==> src/rtl/bcd_display_scheduler.sv <==
// Round-robin sharing of one external binary-to-BCD converter plus a multiplexed digit scan.
// Optional macro LEADING_ZERO_BLANK_EN enables leading-zero blanking of hundreds/tens digits.
module bcd_display_scheduler #(
   parameter int NUM_CH   = 2,
   parameter int SCAN_DIV = 50000
) (
   input  logic                  clk,
   input  logic                  rst_n,
   input  logic [8*NUM_CH-1:0]   val_flat,
   input  logic [NUM_CH-1:0]     upd_req,
   output logic [NUM_CH-1:0]     upd_ack,
   output logic [7:0]            conv_bin,
   input  logic [3:0]            conv_f,
   input  logic [3:0]            conv_s,
   input  logic [3:0]            conv_t,
   output logic [3*NUM_CH-1:0]   an_n,
   output logic [3:0]            seg_bcd,
   output logic                  blank
);

   localparam int NUM_DIG = 3 * NUM_CH;
   localparam int CH_W    = (NUM_CH > 1) ? $clog2(NUM_CH) : 1;
   localparam int DIG_W   = $clog2(NUM_DIG);
   localparam int PS_W    = $clog2(SCAN_DIV);

   typedef enum logic [1:0] {IDLE, DRIVE, CAPTURE} state_t;

   state_t              state;
   logic [NUM_CH-1:0]   pending;
   logic [CH_W-1:0]     rr_ptr;
   logic [NUM_CH-1:0]   req_all;
   logic [NUM_CH-1:0]   cap_vec;
   logic [CH_W-1:0]     grant_nxt;
   logic [3:0]          digit [NUM_DIG];
   logic [PS_W-1:0]     prescaler;
   logic [DIG_W-1:0]    scan_idx;
   logic [DIG_W-1:0]    scan_nxt;
   logic [DIG_W-1:0]    shown_idx;
   logic                tick;

   // First requesting channel strictly after ptr, wrapping; ptr itself has lowest priority.
   function automatic logic [CH_W-1:0] next_grant(input logic [NUM_CH-1:0] req,
                                                  input logic [CH_W-1:0]   ptr);
      logic [CH_W-1:0] sel;
      int              c;
      sel = ptr;
      for (int k = NUM_CH; k >= 1; k--) begin
         c = (int'(ptr) + k) % NUM_CH;
         if (req[c]) sel = CH_W'(c);
      end
      return sel;
   endfunction

   always_comb begin
      req_all   = pending | upd_req;
      grant_nxt = next_grant(req_all, rr_ptr);
      cap_vec   = '0;
      if (state == CAPTURE) cap_vec[rr_ptr] = 1'b1;
   end

   // Scheduler: grant -> settle -> capture. rr_ptr doubles as the active grant index.
   always_ff @(posedge clk or negedge rst_n) begin
      if (!rst_n) begin
         state    <= IDLE;
         pending  <= '0;
         rr_ptr   <= CH_W'(NUM_CH - 1);
         conv_bin <= '0;
         upd_ack  <= '0;
      end else begin
         pending <= (pending & ~cap_vec) | upd_req;
         upd_ack <= cap_vec;
         case (state)
            IDLE: begin
               if (|req_all) begin
                  rr_ptr   <= grant_nxt;
                  conv_bin <= val_flat[8*grant_nxt +: 8];
                  state    <= DRIVE;
               end
            end
            DRIVE:   state <= CAPTURE;
            CAPTURE: state <= IDLE;
            default: state <= IDLE;
         endcase
      end
   end

   always_ff @(posedge clk or negedge rst_n) begin
      if (!rst_n) begin
         for (int i = 0; i < NUM_DIG; i++) digit[i] <= '0;
      end else begin
         for (int c = 0; c < NUM_CH; c++) begin
            if (state == CAPTURE && int'(rr_ptr) == c) begin
               digit[3*c]     <= conv_t;
               digit[3*c + 1] <= conv_s;
               digit[3*c + 2] <= conv_f;
            end
         end
      end
   end

   always_comb begin
      tick      = (prescaler == PS_W'(SCAN_DIV - 1));
      scan_nxt  = (scan_idx == DIG_W'(NUM_DIG - 1)) ? '0 : scan_idx + DIG_W'(1);
      shown_idx = tick ? scan_nxt : scan_idx;
   end

   // Display scan: seg_bcd follows the shown digit every cycle so captures appear without a tick.
   always_ff @(posedge clk or negedge rst_n) begin
      if (!rst_n) begin
         prescaler <= '0;
         scan_idx  <= '0;
         an_n      <= '1;
         seg_bcd   <= '0;
      end else begin
         prescaler <= tick ? '0 : prescaler + PS_W'(1);
         if (tick) begin
            scan_idx <= scan_nxt;
            an_n     <= ~(NUM_DIG'(1) << scan_nxt);
         end
         seg_bcd <= digit[shown_idx];
      end
   end

`ifdef LEADING_ZERO_BLANK_EN
   logic [NUM_DIG-1:0] lz_vec;

   always_comb begin
      lz_vec = '0;
      for (int c = 0; c < NUM_CH; c++) begin
         lz_vec[3*c + 1] = (digit[3*c + 1] == 4'd0) && (digit[3*c + 2] == 4'd0);
         lz_vec[3*c + 2] = (digit[3*c + 2] == 4'd0);
      end
   end

   always_ff @(posedge clk or negedge rst_n) begin
      if (!rst_n) blank <= 1'b0;
      else        blank <= lz_vec[shown_idx];
   end
`else
   assign blank = 1'b0;
`endif

endmodule

==> config.mk <==
export PLATFORM = sky130hd
export DESIGN_NAME = bcd_display_scheduler
export DESIGN_NICKNAME = d
export VERILOG_FILES = /design/src/rtl/bcd_display_scheduler.sv
export SDC_FILE = /design/constraint.sdc
export NUM_CORES = 1
export LEC_CHECK = 0
export CAP_MARGIN = 20
export CELL_PAD_IN_SITES_DETAIL_PLACEMENT = 1
export CELL_PAD_IN_SITES_GLOBAL_PLACEMENT = 2
export CORE_ASPECT_RATIO = 1.2
export CORE_MARGIN = 2
export CORE_UTILIZATION = 33
export CTS_CLUSTER_SIZE = 20
export DETAILED_ROUTE_END_ITERATION = 12
export GPL_TIMING_DRIVEN = 0
export PLACE_DENSITY_LB_ADDON = 0.1
export REMOVE_ABC_BUFFERS = 1
export SYNTH_ARGS = -nofsm -noshare
export SYNTH_HDL_FRONTEND = slang
export SYNTH_SLANG_ARGS = --single-unit
==> constraint.sdc <==
create_clock -name clk -period 2.4 [get_ports clk]
set_input_delay 0.72 -clock clk [delete_from_list [all_inputs] [get_ports clk]]
set_output_delay 0.72 -clock clk [all_outputs]
set_load 0.03 [all_outputs]
==> results by stage <==
CTS:
- The clock reaches the later pin of the worst-skew pair after 0.33 ns.
- Clock-pin slew was measured on the worst setup and hold paths at 0.06 ns.
- The H-tree generated during clock tree synthesis spans 3 levels.
- The longest clock path from root to sink contains 2 buffers.
- The count of hold-fix buffers inserted at cts is 0.
- The number of clock sinks is 68.
- TritonCTS built the clock tree.
- TritonCTS created 9 clock buffers.
- Clock tree synthesis selected as its root buffer the cell clkbuf_16.

Worst hold path:
- The origin of the worst min-delay path is prescaler[0].
- The tightest min-delay check is of the reg -> reg type.
- Along the worst hold path, the cell count comes to 1.
- The worst hold path terminates at prescaler[0].

Drt:
- The length of routed wiring on met1 is 3.81 mm.
- The detailed-router iteration count before antenna repair is 4.
- The number of DRC markers in iteration 0 is 69.
- In this run the top signal layer used is met4.
- In the detailed route, the total length drawn on met3 is 210 um.
- The total via count after detailed routing is 2,560.
- The number of remaining DRC errors is 0.
- The total wire length is 8.17 mm.
- The average vias per placed instance is 5.14.
- Once detail routing completed, the nets flagged for antenna violations numbered 0.
- After detailed routing, the average wire length per cell comes to 16.4 um.
- The total met2 wirelength after detailed routing is 3.95 mm.

Setup path:
- The worst setup path is launched from a flip-flop.
- The library cell contributing the largest single delay on the critical path is clkdlybuf4s50_1.
- The worst flop-to-flop path endpoint is seg_bcd[0].
- For the worst setup path, the data arrival time is 1.53 ns.
- The largest delay contributor family on the critical path is buffers and inverters.
- The buffer and inverter count on the worst path is 1.
- The length in cells of the worst reg-to-reg path is 5.
- The worst setup path is captured at an output port.
- The start-to-end type of the worst setup path is reg -> out.
- In this run the register-to-register setup slack is 0.23 ns.
- The critical path goes through clkdlybuf4s50_1.
- The launch point of the worst reg-to-reg path is scan_idx[1].
- The data required time of the worst path is 1.68 ns.
- The largest single stage delay on the critical path is 0.66 ns.
- The logic depth of the worst path, buffers included is 1.
- Along the worst path, the maximum fanout reaches 2.

Timing:
- The worst clock skew is 0.00498 ns.
- The worst-case setup margin in the final layout is 0.154 ns.
- In the finished design, the share of the clock period the worst path needs comes to 0.936.
- Hold timing on the final database bottoms out at a slack of 0.453 ns.
- The clock period minus worst slack is 2.25 ns.
- The final count of pins violating max slew was 0.
- Setup repair after global routing left no endpoint under its margin.
- The worst pin sits at a relative slew slack of 0.422.
- For the pin with the worst max-slew slack, the measured transition is 0.868 ns.
- The number of endpoints with negative hold slack in the final report is 0.
- Setup violations remaining at the end of the flow were counted as 0.
- Based on the critical path, the design can be clocked at up to 445 MHz.

Power:
- The static leakage is 0.00184 uW.
- The post-layout total power is 4610 uW.
- The worst ir drop on vdd is 496 uV.
- The cell area power density is 1090 nW/um2.

Layout:
- The finished cells cover 4220 um2.
- The number of fill cells is 1,076.
- In the final layout, the share of cells above drive strength 1 is 0.136.
- The final layout contains 403 nets.
- The final instance count without filler cells is 498.
- The number of antenna cells inserted is 0.
- Compared with the post-synthesis result, the final layout area differs by 31.4%.

Synthesis:
- Ranked by instance count, the synthesized netlist is headed by nand2_1, dfrtp_1, nor2_1.
- The post-synthesis cell type count is 46.
- In this run, synthesis inferred 0 flip-flops with an integrated enable.
- The portion of synthesized cell area occupied by the leading cell type is 0.476.
- The async set-or-reset flop fraction in the synthesized netlist is 1.00.
- The number of synthesis warnings is 0.
- The leading area contributor after synthesis is dfrtp_1.
- The number of cells produced by synthesis is 316.
- For this run, the register share of the synthesized area comes to 0.533.
- The post-synth design cell area is 3210 um2.
- Sorting the synthesized cells by area gives the leading types as dfrtp_1, nand2_1, dfstp_2.
- Among all flip-flop cells after synthesis, the most frequent one is dfrtp_1.
- The average cell area after synthesis is 10.2 um2.
- The most frequent cell after synthesis is nand2_1.
- Counting flops and latches in the post-synthesis netlist gives 68.

GRT:
- The number of global-route vias before repair is 2,673.
- The initial antenna violation count came to 0.
- The first global-routing pass estimated 13.5 mm of wire.
- Across every metal layer, demand over resource in global routing totals 0.165.
- The total overflow left after global routing is 0.
- The maximum number of pins on one net before global-route repair is 69.

Floorplanning:
- The count of standard-cell rows is 39.
- The die covers 10,500 um2.
- The boundary pin count is 53.
- From bottom edge to top edge, the die measures 112 um.
- The core area is 9520 um2.
- For this configuration, the core starts out at a cell density of 0.337.
- The die width is 94.0 um.

Placed design:
- The pre-CTS worst setup slack is -0.317 ns.
- In this run the tool buffered the top-level ports with 51 buffer cells.
- The cell area after placement is 3820 um2.
- In this run, placement finished with an instance count of 476.
- The placer's final routability congestion estimate is 0.743.
- Detailed placement finished with a half-perimeter wire length of 5.31 mm.

Run status:
- The run finished with clean final reports.

Job:
- The tool flagged a number of max-cap violations equal to 0.
-- flip-flops by register name (all words and copies together) (netlist names) --
name and flops:
an_n 6, conv_bin 8, digit 24, pending 2, prescaler 16, rr_ptr 1, scan_idx 3, seg_bcd 4
state 2, upd_ack 2
-- worst max path at each step --
stage                     slack (ns)          from          end
after floorplan                 0.18    upd_req[1]  conv_bin[0]
after global placement         -1.85         rst_n  conv_bin[1]
after detailed placement       -0.32  prescaler[0]   seg_bcd[2]
after CTS                       0.06  prescaler[0]   seg_bcd[2]
after global routing            0.05   scan_idx[1]   seg_bcd[1]
final                           0.15       an_n[5]      an_n[5]
-- cell type report --
type                            instances  area [um2]  share of cell area
Timing Repair Buffer                   58         568               0.135
Inverter                                6        22.5             0.00534
Clock buffer                           10         239              0.0567
Multi-Input combinational cell        227        1410               0.335
Sequential cell                        68        1710               0.406
Tap cell                              123         154              0.0365
Clock inverter                          6         111              0.0264
-- metrics by stage --
step / util / TNS [ns]
2_1_floorplan: - / 0
3_3_place_gp: 0.398 / -132.12
3_5_place_dp: 0.401 / -1.27
4_1_cts: 0.440 / 0
5_1_grt: 0.443 / 0
6_report: 0.443 / 0
-- power by group --
| group | internal (uW) | switching (uW) | leakage [uW] |
|---|---|---|---|
| Sequential | 1510 | 246 | 0.000827 |
| Clock | 1040 | 509 | 0.000169 |
| Combinational | 616 | 687 | 0.000843 |
-- per-layer routing --
| layer | global-route usage | up-vias |
|---|---|---|
| met5 | 0 | - |
| met4 | 0.0609 | 0 |
| met3 | 0.0248 | 13 |
| met2 | 0.265 | 40 |
| met1 | 0.225 | 1291 |
| li1 | - | 1216 |
-- cells in the final DEF, fill, tap and decap left out, types with 4 or more instances in the layout --
cell type        count
xnor2_1              9
o21ai_0             15
xor2_1               6
nand4_1              6
dfstp_2              7
nor3_1              14
nor2_1              21
a21oi_1              8
a32oi_1              4
mux2i_1             13
clkbuf_16            9
nand3_1              6
inv_1                5
nand2_1             68
o22ai_1              4
buf_4                7
dfrtp_1             61
mux2_2              14
clkdlybuf4s50_1     50
-- kinds of logic after synthesis --
group / Yosys count / share of synthesized area
compound gates: 51 / 0.108
xor+xnor: 15 / 0.0409
fa+ha+maj: 1 / 0.00390
buf+inv: 23 / 0.0355
flops: 68 / 0.533
mux: 27 / 0.0897
other cells: 1 / 0.00117
simple gates: 130 / 0.188
-- timing repair --
action | CTS | global route
setup endpoints to repair | 4 | 2
pin swaps | 1 | 2
gates cloned | 1 | 1
gates resized for setup | 0 | 0
buffers inserted | 1 | 3
(Power assumes the default switching activity.)
